==> src/rtl/mem_arbiter_if.sv <==
// Request/response bus between the two core front-ends and the memory arbiter.
// Port 0 is instruction fetch, port 1 is load/store.
interface mem_arbiter_if #(
  parameter int ADDRSIZE = 64,
  parameter int WORDSIZE = 64
);
  logic                req0_valid;
  logic                req0_ready;
  logic                req0_we;
  logic [ADDRSIZE-1:0] req0_addr;
  logic [WORDSIZE-1:0] req0_wdata;
  logic                resp0_valid;
  logic                resp0_ready;
  logic [WORDSIZE-1:0] resp0_rdata;

  logic                req1_valid;
  logic                req1_ready;
  logic                req1_we;
  logic [ADDRSIZE-1:0] req1_addr;
  logic [WORDSIZE-1:0] req1_wdata;
  logic                resp1_valid;
  logic                resp1_ready;
  logic [WORDSIZE-1:0] resp1_rdata;

  modport slave (
    input  req0_valid, req0_we, req0_addr, req0_wdata, resp0_ready,
    input  req1_valid, req1_we, req1_addr, req1_wdata, resp1_ready,
    output req0_ready, resp0_valid, resp0_rdata,
    output req1_ready, resp1_valid, resp1_rdata
  );

  modport master (
    output req0_valid, req0_we, req0_addr, req0_wdata, resp0_ready,
    output req1_valid, req1_we, req1_addr, req1_wdata, resp1_ready,
    input  req0_ready, resp0_valid, resp0_rdata,
    input  req1_ready, resp1_valid, resp1_rdata
  );
endinterface

==> src/rtl/mem_arbiter.sv <==
// Round-robin arbiter sharing one single-port memory between fetch (port 0)
// and load/store (port 1), with one registered outstanding response per port.
module mem_arbiter #(
  parameter int ADDRSIZE = 64,
  parameter int WORDSIZE = 64
) (
  input  logic                clk,
  input  logic                rst,
  mem_arbiter_if.slave        bus,
  output logic                o_mem_wren,
  output logic                o_mem_rden,
  output logic [ADDRSIZE-1:0] o_mem_addr,
  output logic [WORDSIZE-1:0] o_mem_d,
  input  logic [WORDSIZE-1:0] i_mem_q
);

  logic                r_last_grant;
  logic                r_resp0_valid;
  logic                r_resp1_valid;
  logic [WORDSIZE-1:0] r_resp0_rdata;
  logic [WORDSIZE-1:0] r_resp1_rdata;

  logic w_elig0;
  logic w_elig1;
  logic w_gnt0;
  logic w_gnt1;

  // A slot is free when empty or being drained this cycle; reset blocks all grants.
  always_comb begin
    w_elig0 = !rst && bus.req0_valid && (!r_resp0_valid || bus.resp0_ready);
    w_elig1 = !rst && bus.req1_valid && (!r_resp1_valid || bus.resp1_ready);
    w_gnt0  = w_elig0 && (!w_elig1 || r_last_grant);
    w_gnt1  = w_elig1 && (!w_elig0 || !r_last_grant);
  end

  always_comb begin
    o_mem_wren = 1'b0;
    o_mem_rden = 1'b0;
    o_mem_addr = '0;
    o_mem_d    = '0;
    if (w_gnt0) begin
      o_mem_wren = bus.req0_we;
      o_mem_rden = !bus.req0_we;
      o_mem_addr = bus.req0_addr;
      o_mem_d    = bus.req0_wdata;
    end else if (w_gnt1) begin
      o_mem_wren = bus.req1_we;
      o_mem_rden = !bus.req1_we;
      o_mem_addr = bus.req1_addr;
      o_mem_d    = bus.req1_wdata;
    end
  end

  assign bus.req0_ready  = w_gnt0;
  assign bus.req1_ready  = w_gnt1;
  assign bus.resp0_valid = r_resp0_valid;
  assign bus.resp1_valid = r_resp1_valid;
  assign bus.resp0_rdata = r_resp0_rdata;
  assign bus.resp1_rdata = r_resp1_rdata;

  always_ff @(posedge clk or posedge rst) begin
    if (rst) begin
      r_resp0_valid <= 1'b0;
      r_resp0_rdata <= '0;
    end else if (w_gnt0) begin
      r_resp0_valid <= 1'b1;
      r_resp0_rdata <= bus.req0_we ? '0 : i_mem_q;
    end else if (bus.resp0_ready) begin
      r_resp0_valid <= 1'b0;
    end
  end

  always_ff @(posedge clk or posedge rst) begin
    if (rst) begin
      r_resp1_valid <= 1'b0;
      r_resp1_rdata <= '0;
    end else if (w_gnt1) begin
      r_resp1_valid <= 1'b1;
      r_resp1_rdata <= bus.req1_we ? '0 : i_mem_q;
    end else if (bus.resp1_ready) begin
      r_resp1_valid <= 1'b0;
    end
  end

  // Reset to 1 so port 0 wins the first collision.
  always_ff @(posedge clk or posedge rst) begin
    if (rst) begin
      r_last_grant <= 1'b1;
    end else if (w_gnt0) begin
      r_last_grant <= 1'b0;
    end else if (w_gnt1) begin
      r_last_grant <= 1'b1;
    end
  end

endmodule
==> src/flat_wrapper.sv <==
// flat-port wrapper written by rule: the top's interface ports become plain ports
module mem_arbiter_flat 
#(
  parameter int ADDRSIZE = 64,
  parameter int WORDSIZE = 64
)
  (clk, rst, o_mem_wren, o_mem_rden, o_mem_addr, o_mem_d, i_mem_q, bus_req0_valid, bus_req0_we, bus_req0_addr, bus_req0_wdata, bus_resp0_ready, bus_req1_valid, bus_req1_we, bus_req1_addr, bus_req1_wdata, bus_resp1_ready, bus_req0_ready, bus_resp0_valid, bus_resp0_rdata, bus_req1_ready, bus_resp1_valid, bus_resp1_rdata);
  mem_arbiter_if #(.ADDRSIZE(ADDRSIZE), .WORDSIZE(WORDSIZE)) bus_i ();
  input  logic clk;
  input  logic rst;
  output logic o_mem_wren;
  output logic o_mem_rden;
  output logic [ADDRSIZE-1:0] o_mem_addr;
  output logic [WORDSIZE-1:0] o_mem_d;
  input  logic [WORDSIZE-1:0] i_mem_q;
  input wire logic [$bits(bus_i.req0_valid)-1:0] bus_req0_valid;
  input wire logic [$bits(bus_i.req0_we)-1:0] bus_req0_we;
  input wire logic [$bits(bus_i.req0_addr)-1:0] bus_req0_addr;
  input wire logic [$bits(bus_i.req0_wdata)-1:0] bus_req0_wdata;
  input wire logic [$bits(bus_i.resp0_ready)-1:0] bus_resp0_ready;
  input wire logic [$bits(bus_i.req1_valid)-1:0] bus_req1_valid;
  input wire logic [$bits(bus_i.req1_we)-1:0] bus_req1_we;
  input wire logic [$bits(bus_i.req1_addr)-1:0] bus_req1_addr;
  input wire logic [$bits(bus_i.req1_wdata)-1:0] bus_req1_wdata;
  input wire logic [$bits(bus_i.resp1_ready)-1:0] bus_resp1_ready;
  output wire logic [$bits(bus_i.req0_ready)-1:0] bus_req0_ready;
  output wire logic [$bits(bus_i.resp0_valid)-1:0] bus_resp0_valid;
  output wire logic [$bits(bus_i.resp0_rdata)-1:0] bus_resp0_rdata;
  output wire logic [$bits(bus_i.req1_ready)-1:0] bus_req1_ready;
  output wire logic [$bits(bus_i.resp1_valid)-1:0] bus_resp1_valid;
  output wire logic [$bits(bus_i.resp1_rdata)-1:0] bus_resp1_rdata;
  assign bus_i.req0_valid = bus_req0_valid;
  assign bus_i.req0_we = bus_req0_we;
  assign bus_i.req0_addr = bus_req0_addr;
  assign bus_i.req0_wdata = bus_req0_wdata;
  assign bus_i.resp0_ready = bus_resp0_ready;
  assign bus_i.req1_valid = bus_req1_valid;
  assign bus_i.req1_we = bus_req1_we;
  assign bus_i.req1_addr = bus_req1_addr;
  assign bus_i.req1_wdata = bus_req1_wdata;
  assign bus_i.resp1_ready = bus_resp1_ready;
  assign bus_req0_ready = bus_i.req0_ready;
  assign bus_resp0_valid = bus_i.resp0_valid;
  assign bus_resp0_rdata = bus_i.resp0_rdata;
  assign bus_req1_ready = bus_i.req1_ready;
  assign bus_resp1_valid = bus_i.resp1_valid;
  assign bus_resp1_rdata = bus_i.resp1_rdata;
  mem_arbiter #(.ADDRSIZE(ADDRSIZE), .WORDSIZE(WORDSIZE)) u_core (.clk(clk), .rst(rst), .bus(bus_i), .o_mem_wren(o_mem_wren), .o_mem_rden(o_mem_rden), .o_mem_addr(o_mem_addr), .o_mem_d(o_mem_d), .i_mem_q(i_mem_q));
endmodule
==> config.mk <==
export PLATFORM = sky130hd
export DESIGN_NAME = mem_arbiter_flat
export DESIGN_NICKNAME = d
export VERILOG_FILES = /design/src/rtl/mem_arbiter_if.sv /design/src/rtl/mem_arbiter.sv /design/src/flat_wrapper.sv
export SDC_FILE = /design/constraint.sdc
export NUM_CORES = 1
export LEC_CHECK = 0
export BUFFER_PORTS_ARGS = -buffer_cell sky130_fd_sc_hd__buf_2
export CAP_MARGIN = 20
export CORE_AREA = 2 2 228 230
export CTS_CLUSTER_SIZE = 25
export DETAILED_ROUTE_END_ITERATION = 8
export DIE_AREA = 0 0 230 232
export GPL_ROUTABILITY_DRIVEN = 0
export PLACE_DENSITY = 0.5
export SLEW_MARGIN = 20
export SYNTH_ARGS = -nofsm -noshare
export SYNTH_HDL_FRONTEND = slang
export SYNTH_SLANG_ARGS = --single-unit
==> constraint.sdc <==
create_clock -name clk -period 7.1 [get_ports clk]
set_input_delay 1.065 -clock clk [delete_from_list [all_inputs] [get_ports clk]]
set_output_delay 1.065 -clock clk [all_outputs]
set_load 0.01 [all_outputs]
==> impl_metrics.xml, run 1 <==
<?xml version="1.0" encoding="UTF-8"?>
<metrics>
  <group name="outcome">
    <metric name="status" unit="">finished, final reports clean</metric>
  </group>
  <group name="pwr">
    <metric name="power.switching_fraction" unit="">0.3425</metric>
    <metric name="internal_power" unit="mW">1.898</metric>
    <metric name="combinationalPowerShare" unit="">0.333</metric>
    <metric name="peak_supply_drop" unit="mV">0.1653</metric>
    <metric name="leakagePower" unit="nW">6.735</metric>
    <metric name="power.switching" unit="uW">988.5</metric>
    <metric name="clockPowerShare" unit="">0.322</metric>
    <metric name="cellPowerDensity" unit="nW/um2">234.0</metric>
    <metric name="seq_power_share" unit="">0.345</metric>
  </group>
  <group name="global_routing">
    <metric name="antenna_found_initial" unit="">12</metric>
    <metric name="grt_pass1_wl" unit="um">57030</metric>
    <metric name="gr-total-overflow" unit="">0</metric>
    <metric name="grt_use_total" unit="">0.1434</metric>
    <metric name="grt_max_degree" unit="">149</metric>
    <metric name="number_of_global_route_vias_before_repair" unit="">8740</metric>
  </group>
  <group name="synth">
    <metric name="postSynthRegisterBits" unit="">131</metric>
    <metric name="synthesis.area" unit="um2">8223</metric>
    <metric name="postSynthAreaPerCell" unit="um2">9.355</metric>
    <metric name="synth_cell_types" unit="">25</metric>
    <metric name="seq_area_frac_synth" unit="">0.3988</metric>
    <metric name="ys.warnings.count" unit="">0</metric>
    <metric name="netlist_instances" unit="">879</metric>
    <metric name="syn_nets" unit="">1207</metric>
  </group>
  <group name="sta">
    <metric name="final_period_minus_worst_setup_slack" unit="ns">4.697</metric>
    <metric name="final_hold_viol_count" unit="">0</metric>
    <metric name="slew-limit-headroom" unit="">0.3370</metric>
    <metric name="fin_tns_setup" unit="ns">0</metric>
    <metric name="fmax" unit="MHz">212.9</metric>
    <metric name="clock_skew" unit="ns">0.01409</metric>
    <metric name="tightest_slew" unit="ns">0.9945</metric>
    <metric name="fin_crit_sh" unit="">0.6615</metric>
    <metric name="timing.hold.ws" unit="ns">0.4791</metric>
    <metric name="timing.final.setup_violations" unit="">0</metric>
    <metric name="unrepaired_setup_endpoints_after_global_routing" unit="">no</metric>
    <metric name="timing.final.max_slew_violations" unit="">0</metric>
    <metric name="fin_ws" unit="ns">2.403</metric>
  </group>
  <group name="clock_network">
    <metric name="cts_max_level" unit="">4</metric>
    <metric name="cts_repair_resize_count" unit="">0</metric>
    <metric name="clockBufferDepth" unit="">2</metric>
    <metric name="tritoncts" unit="">built</metric>
    <metric name="cts.clk_slew.worst_paths" unit="ns">0.06</metric>
    <metric name="cts.root.buffer_cell" unit="">sky130_fd_sc_hd__clkbuf_16</metric>
    <metric name="post-cts-setup-buffers" unit="">0</metric>
    <metric name="number_of_buffers_added_by_the_clock_tree_synthesis_step" unit="">17</metric>
    <metric name="hold_fix_buffers_at_cts" unit="">0</metric>
    <metric name="total_clock_sinks" unit="">131</metric>
    <metric name="clk-insertion-delay-late" unit="ns">0.44</metric>
  </group>
  <group name="floorplanning">
    <metric name="die_width" unit="um">230</metric>
    <metric name="placeableCoreArea" unit="um2">50890</metric>
    <metric name="design.die.area" unit="um2">53360</metric>
    <metric name="rows" unit="">83</metric>
    <metric name="initial_core_util" unit="">0.1616</metric>
    <metric name="ioPinCount" unit="">590</metric>
    <metric name="die_h" unit="um">232</metric>
  </group>
  <group name="worst_setup_path">
    <metric name="worst-endpoint-arrival" unit="ns">3.63</metric>
    <metric name="timing.critical_path.required" unit="ns">6.03</metric>
    <metric name="critPathCaptureType" unit="">output pin</metric>
    <metric name="startpoint_type" unit="">primary input</metric>
    <metric name="crit_type" unit="">primary input to output pin</metric>
    <metric name="critical_path_peak_fanout" unit="">69</metric>
  </group>
  <group name="route">
    <metric name="route.vias.total" unit="">8944</metric>
    <metric name="drc" unit="">0</metric>
    <metric name="drt-vias-per-instance" unit="">4.239</metric>
    <metric name="antenna_violating_nets_post_route" unit="">0</metric>
    <metric name="wire_per_inst" unit="um">19.17</metric>
    <metric name="routed_wirelength" unit="um">40450</metric>
    <metric name="drt_first_iter_violations" unit="">550</metric>
    <metric name="detail_route.first_pass.iterations" unit="">5</metric>
  </group>
  <group name="layout">
    <metric name="layout-drive-gt1-share" unit="">0.4835</metric>
    <metric name="register_area" unit="um2">3279</metric>
    <metric name="fillers" unit="">5670</metric>
    <metric name="synthToLayoutAreaGrowth" unit="%">49.99</metric>
    <metric name="area_occupied_by_multi_input_gates" unit="um2">4033</metric>
    <metric name="nets_final" unit="">1742</metric>
  </group>
  <group name="place">
    <metric name="post-dp-hpwl" unit="um">31500</metric>
    <metric name="place_worst_setup_slack" unit="ns">2.343</metric>
    <metric name="port_buffers" unit="">589</metric>
  </group>
  <group name="run">
    <metric name="max-cap-violations" unit="">0</metric>
  </group>
  <group name="worst_hold_path">
    <metric name="worst_hold_path_type" unit="">flip-flop to flip-flop</metric>
  </group>
</metrics>
cells in the final DEF, fill, tap and decap left out, types with 6 or more instances in the layout:
| master | n |
|---|---|
| sky130_fd_sc_hd__mux2_4 | 8 |
| sky130_fd_sc_hd__buf_4 | 12 |
| sky130_fd_sc_hd__buf_2 | 588 |
| sky130_fd_sc_hd__nand2_1 | 132 |
| sky130_fd_sc_hd__nor2b_1 | 122 |
| sky130_fd_sc_hd__mux2_2 | 41 |
| sky130_fd_sc_hd__clkbuf_16 | 17 |
| sky130_fd_sc_hd__inv_1 | 130 |
| sky130_fd_sc_hd__inv_6 | 6 |
| sky130_fd_sc_hd__and2b_1 | 8 |
| sky130_fd_sc_hd__mux2_1 | 79 |
| sky130_fd_sc_hd__o32ai_1 | 130 |
| sky130_fd_sc_hd__dfrtp_1 | 130 |
cell families after synthesis:
| logic type | synth area share |
|---|---|
| and+or+nand+nor | 0.1645 |
| buffers and inverters | 0.1127 |
| AOI/OAI and AO/OA | 0.1450 |
| DFF | 0.3988 |
| muxes | 0.1789 |
state kept, by name, summed over array words and instances (netlist names):
name	count
u_core.bus.resp0_rdata	64
u_core.bus.resp0_valid	1
u_core.bus.resp1_valid	1
u_core.bus.resp1_rdata	64
u_core.r_last_grant	1
final cells by class:
type / count / share of cell area
Antenna cell: 3 / 0.0006087
Clock buffer: 19 / 0.03591
Clock inverter: 13 / 0.01390
Inverter: 132 / 0.04088
Multi-Input combinational cell: 531 / 0.3270
Sequential cell: 131 / 0.2659
Tap cell: 680 / 0.06899
Timing Repair Buffer: 601 / 0.2468
final timing paths:
path | start | to | slack (ns) | cells past startpoint
worst min-delay path | u_core.bus.resp0_rdata[55] | u_core.bus.resp0_rdata[55] | 0.48 | 1
worst min register to register | u_core.bus.resp0_rdata[55] | u_core.bus.resp0_rdata[55] | 0.48 | 1
worst max register to register | u_core.bus.resp0_valid | u_core.bus.resp1_rdata[18] | 4.45 | 6
max in group asynchronous | rst | u_core.bus.resp0_rdata[45] | 4.88 | 3
worst max-delay path | bus_resp1_ready | o_mem_d[40] | 2.40 | 7
min in group asynchronous | rst | u_core.bus.resp1_valid | 0.98 | 2
cell usage after synthesis:
master / instances / share of area
sky130_fd_sc_hd__mux2_1: 79 / 0.11
sky130_fd_sc_hd__nor2b_1: 122 / 0.093
sky130_fd_sc_hd__dfrtp_1: 130 / 0.40
sky130_fd_sc_hd__buf_2: 26 / 0.016
sky130_fd_sc_hd__nand2b_1: 2 / 0.0015
sky130_fd_sc_hd__buf_6: 10 / 0.014
sky130_fd_sc_hd__buf_4: 1 / 0.00091
sky130_fd_sc_hd__o31ai_1: 1 / 0.00091
sky130_fd_sc_hd__dfstp_2: 1 / 0.0032
sky130_fd_sc_hd__o211ai_2: 1 / 0.0015
sky130_fd_sc_hd__clkbuf_1: 47 / 0.021
sky130_fd_sc_hd__o32ai_1: 130 / 0.14
sky130_fd_sc_hd__o21ai_0: 1 / 0.00061
sky130_fd_sc_hd__mux2_2: 41 / 0.056
sky130_fd_sc_hd__inv_1: 131 / 0.060
sky130_fd_sc_hd__or2_2: 2 / 0.0015
sky130_fd_sc_hd__clkbuf_2: 1 / 0.00061
sky130_fd_sc_hd__and2b_1: 8 / 0.0073
sky130_fd_sc_hd__inv_2: 1 / 0.00046
sky130_fd_sc_hd__a211o_1: 1 / 0.0011
sky130_fd_sc_hd__nor2b_2: 1 / 0.0011
sky130_fd_sc_hd__nand2_1: 132 / 0.060
sky130_fd_sc_hd__a211oi_2: 1 / 0.0015
sky130_fd_sc_hd__o211ai_1: 1 / 0.00091
sky130_fd_sc_hd__mux2_4: 8 / 0.015
layer usage:
| layer | part of all wire | vias up | GRT usage |
|---|---|---|---|
| li1 | - | 4051 | - |
| met1 | 0.41 | 4375 | 0.1811 |
| met2 | 0.47 | 449 | 0.2268 |
| met3 | 0.084 | 57 | 0.04862 |
| met4 | 0.028 | 12 | 0.05101 |
| met5 | 0.0020 | - | 0 |
power groups by stage:
stage	Sequential [mW]	Combinational, mW	Clock [mW]
3_3_place_gp	1.00	0.970	0
3_5_place_dp	1.01	0.978	0
6_report	0.995	0.962	0.929
5_1_grt	1.02	1.04	1.00
4_1_cts	0.997	0.979	0.967
2_1_floorplan	1.08	0.417	0
per-stage QoR:
stage,instance area [um2],total power [mW],util,instances
5_1_grt,12330,3.057,0.2423,2109
4_1_cts,12320,2.944,0.2421,2107
3_3_place_gp,11710,1.969,0.2301,2075
6_report,12330,2.886,0.2424,2110
2_1_floorplan,8223,1.500,-,879
3_5_place_dp,11710,1.987,0.2301,2075
critical path, stage by stage:
cell and delay [ns]:
sky130_fd_sc_hd__buf_2 0.11, sky130_fd_sc_hd__nand2b_1 0.29, sky130_fd_sc_hd__o211ai_1 0.19, sky130_fd_sc_hd__buf_4 0.66, sky130_fd_sc_hd__buf_4 0.67, sky130_fd_sc_hd__o32ai_1 0.28
sky130_fd_sc_hd__buf_2 0.24
No activity file was read; power rests on OpenSTA's default activity.
==> inputs of run 2 (changes only) <==
- ABC_AREA: not set -> 1
- CORE_AREA: 2 2 228 230 -> 2 2 227 229
- DIE_AREA: 0 0 230 232 -> 0 0 229 231
- PLACE_DENSITY: 0.5 -> 0.51
- clock period: 7.1 -> 3.9 ns (I/O delays scaled with it)
==> run 2 against run 1 <==
  * Flip-flop and latch count did not move
  * Sequential share of layout area about the same
  * Utilization rose by 0.13 points
  * Total power rose by 72%
  * Final area grew 0.12%
  * Final cell count grew 17%
  * Count of clock-buffer cells in the layout did not move
  * Clock power grew 92%
  * Via count grew 20%
  * Global-route usage rose by 3.4 points
  * Wire length up 22%
  * First-iteration DRC count up 89%
  * Critical path type is now flip-flop to output pin
  * Largest power group is now clock
==> impl_metrics.xml, run 2 <==
<?xml version="1.0" encoding="UTF-8"?>
<metrics>
  <group name="synth">
    <metric name="synth_top_cells_by_area" unit="">sky130_fd_sc_hd__dfrtp_1, sky130_fd_sc_hd__nand3_1, sky130_fd_sc_hd__nand2_1</metric>
    <metric name="synth_edf_count" unit="">0</metric>
    <metric name="netlist_instances" unit="">1238</metric>
    <metric name="synth_top_area_frac" unit="">0.4039</metric>
    <metric name="ys.warnings.count" unit="">0</metric>
    <metric name="synthesis.area" unit="um2">8055</metric>
    <metric name="synth_area_leader_cell" unit="">sky130_fd_sc_hd__dfrtp_1</metric>
    <metric name="synthMostInstantiatedCell" unit="">sky130_fd_sc_hd__nand2_1</metric>
    <metric name="syn_nets" unit="">1566</metric>
    <metric name="synth_cell_types" unit="">16</metric>
    <metric name="post_synth_most_frequent_cells" unit="">sky130_fd_sc_hd__nand2_1, sky130_fd_sc_hd__nand3_1, sky130_fd_sc_hd__nor2_1, sky130_fd_sc_hd__dfrtp_1, sky130_fd_sc_hd__inv_1</metric>
    <metric name="async_flop_share" unit="">1.000</metric>
    <metric name="postSynthRegisterBits" unit="">131</metric>
    <metric name="postSynthAreaPerCell" unit="um2">6.507</metric>
    <metric name="postSynth.topFlopCell" unit="">sky130_fd_sc_hd__dfrtp_1</metric>
    <metric name="seq_area_frac_synth" unit="">0.4071</metric>
  </group>
  <group name="worst_setup_path">
    <metric name="timing.critical_path.required" unit="ns">3.31</metric>
    <metric name="critical_path.reg2reg.startpoint" unit="">u_core.bus.resp0_valid</metric>
    <metric name="cpMaxStageDelayCell" unit="">sky130_fd_sc_hd__dfstp_2</metric>
    <metric name="worst-r2r-setup-slack" unit="ns">1.38</metric>
    <metric name="crit_type" unit="">flip-flop to output pin</metric>
    <metric name="worst-endpoint-arrival" unit="ns">2.70</metric>
    <metric name="path_cells" unit="">inv_1 &gt; nand3_4 &gt; buf_12 &gt; nand3_1 &gt; nand2_1 &gt; buf_2</metric>
    <metric name="critical_path_peak_fanout" unit="">169</metric>
    <metric name="critPathCaptureType" unit="">output pin</metric>
    <metric name="startpoint_type" unit="">flip-flop</metric>
    <metric name="critPathTopFamily" unit="">simple AND/OR/NAND/NOR gates</metric>
    <metric name="critPathMaxStageDelay" unit="ns">0.56</metric>
    <metric name="rr_worst_depth" unit="">7</metric>
    <metric name="reg2reg_to" unit="">u_core.bus.resp1_rdata[47]</metric>
    <metric name="cp_num_buf_inv" unit="">3</metric>
  </group>
  <group name="clock_network">
    <metric name="number_of_buffers_added_by_the_clock_tree_synthesis_step" unit="">17</metric>
    <metric name="post-cts-setup-buffers" unit="">0</metric>
    <metric name="tritoncts" unit="">built</metric>
    <metric name="cts_max_level" unit="">4</metric>
    <metric name="total_clock_sinks" unit="">131</metric>
    <metric name="cts.root.buffer_cell" unit="">sky130_fd_sc_hd__clkbuf_16</metric>
    <metric name="cts.clk_slew.worst_paths" unit="ns">0.06</metric>
    <metric name="clk-insertion-delay-late" unit="ns">0.44</metric>
    <metric name="hold_fix_buffers_at_cts" unit="">0</metric>
    <metric name="cts_repair_resize_count" unit="">0</metric>
    <metric name="clockBufferDepth" unit="">2</metric>
  </group>
  <group name="floorplanning">
    <metric name="placeableCoreArea" unit="um2">50680</metric>
    <metric name="die_h" unit="um">231</metric>
    <metric name="die_width" unit="um">229</metric>
    <metric name="design.die.area" unit="um2">52900</metric>
    <metric name="rows" unit="">83</metric>
    <metric name="initial_core_util" unit="">0.1589</metric>
    <metric name="ioPinCount" unit="">590</metric>
  </group>
  <group name="sta">
    <metric name="timing.final.setup_violations" unit="">0</metric>
    <metric name="unrepaired_setup_endpoints_after_global_routing" unit="">no</metric>
    <metric name="timing.final.max_slew_violations" unit="">0</metric>
    <metric name="fin_ws" unit="ns">0.6186</metric>
    <metric name="fin_tns_setup" unit="ns">0</metric>
    <metric name="tightest_slew" unit="ns">0.8453</metric>
    <metric name="fmax" unit="MHz">304.8</metric>
    <metric name="final_hold_viol_count" unit="">0</metric>
    <metric name="slew-limit-headroom" unit="">0.4364</metric>
    <metric name="fin_crit_sh" unit="">0.8414</metric>
    <metric name="clock_skew" unit="ns">0.01282</metric>
    <metric name="final_period_minus_worst_setup_slack" unit="ns">3.281</metric>
  </group>
  <group name="layout">
    <metric name="synthToLayoutAreaGrowth" unit="%">53.29</metric>
    <metric name="layout-drive-gt1-share" unit="">0.3701</metric>
    <metric name="final_common_cell" unit="">sky130_fd_sc_hd__buf_2</metric>
    <metric name="most-common-layout-cells" unit="">sky130_fd_sc_hd__buf_2, sky130_fd_sc_hd__nand2_1, sky130_fd_sc_hd__nand3_1, sky130_fd_sc_hd__nor2_1, sky130_fd_sc_hd__dfrtp_1</metric>
    <metric name="stdcell_count" unit="">2461</metric>
    <metric name="nets_final" unit="">2093</metric>
    <metric name="post_layout_inst_area" unit="um2">12350</metric>
  </group>
  <group name="run">
    <metric name="max-cap-violations" unit="">0</metric>
  </group>
  <group name="route">
    <metric name="drc" unit="">0</metric>
    <metric name="wire_per_inst" unit="um">20.12</metric>
    <metric name="detail_route.first_pass.iterations" unit="">6</metric>
    <metric name="antenna_violating_nets_post_route" unit="">0</metric>
    <metric name="routed_wirelength" unit="um">49510</metric>
    <metric name="drt_first_iter_violations" unit="">1037</metric>
    <metric name="drt-vias-per-instance" unit="">4.377</metric>
    <metric name="route.vias.total" unit="">10773</metric>
  </group>
  <group name="pwr">
    <metric name="p_total" unit="mW">4.977</metric>
    <metric name="leakagePower" unit="nW">7.621</metric>
    <metric name="cellPowerDensity" unit="nW/um2">403.0</metric>
    <metric name="peak_supply_drop" unit="mV">0.3053</metric>
  </group>
  <group name="global_routing">
    <metric name="grt_pass1_wl" unit="um">69900</metric>
    <metric name="grt_use_total" unit="">0.1776</metric>
    <metric name="antenna_found_initial" unit="">5</metric>
    <metric name="number_of_global_route_vias_before_repair" unit="">10113</metric>
    <metric name="grt_max_degree" unit="">170</metric>
    <metric name="gr-total-overflow" unit="">0</metric>
  </group>
  <group name="place">
    <metric name="port_buffers" unit="">589</metric>
    <metric name="post-dp-hpwl" unit="um">38710</metric>
    <metric name="dp_cells" unit="">2425</metric>
    <metric name="place_worst_setup_slack" unit="ns">0.7515</metric>
    <metric name="placed_area" unit="um2">11680</metric>
  </group>
  <group name="outcome">
    <metric name="status" unit="">finished, final reports clean</metric>
  </group>
  <group name="worst_hold_path">
    <metric name="worst_hold_path_type" unit="">primary input to async pin</metric>
  </group>
</metrics>
[run 2: changes by cell type after synthesis, sizes merged, moves of 8 or more]
cell and delta:
nand3 +389, nand2 +262, nor2 +134, o32ai -130, mux2 -128, nor2b -123, inv -56, buf +38
clkbuf -11, and2b -8
[run 2: metal layers]
layer / wire (um) / share of wire / GRT usage
met3: 4567 / 0.092 / 0.05497
met4: 1322 / 0.027 / 0.04870
met2: 22850 / 0.46 / 0.2809
met5: 0 / 0 / 0
met1: 20770 / 0.42 / 0.2331
[run 2: per-stage QoR]
stage	hold WS, ns	utilization
after floorplan	0.5073	-
after global placement	0.4505	0.2305
after detailed placement	0.4573	0.2305
after CTS	0.09305	0.2430
after global routing	0.1131	0.2436
final	0.1181	0.2437
[run 2: how the worst max path moves through the flow]
stage / end / slack, ns / cells past startpoint / from
final: o_mem_addr[25] / 0.62 / 6 / u_core.r_last_grant
after global routing: o_mem_addr[25] / 0.57 / 6 / u_core.r_last_grant
after detailed placement: o_mem_addr[25] / 0.75 / 8 / rst
after floorplan: o_mem_d[14] / 0.16 / 7 / rst
after global placement: o_mem_addr[25] / 0.78 / 8 / rst
after CTS: o_mem_addr[25] / 0.61 / 6 / u_core.r_last_grant
[run 2: power by group]
| part | leakage [nW] | switching [mW] | total, mW | internal [mW] |
|---|---|---|---|---|
| Clock | 0.305 | 0.693 | 1.78 | 1.08 |
| Combinational | 5.60 | 0.959 | 1.50 | 0.546 |
| Sequential | 1.71 | 0.125 | 1.69 | 1.57 |
[run 2: cells by family (layout without fill, tap and decap cells)]
logic type | count (synthesis) | count (layout) | share of synthesized area
buffers and inverters | 188 | 728 | 0.1017
AOI/OAI and AO/OA | 1 | 1 | 0.0006207
and+or+nand+nor | 918 | 918 | 0.4905
DFF | 131 | 131 | 0.4071
other | 0 | 3 | 0
[run 2: layout make-up]
type	count	area, um2
Clock buffer	19	432.9
Multi-Input combinational cell	919	3986
Tap cell	680	850.8
Timing Repair Buffer	620	3301
Sequential cell	131	3279
Inverter	76	290.3
Clock inverter	13	200.2
Antenna cell	3	7.507
Fill cell	5771	38330
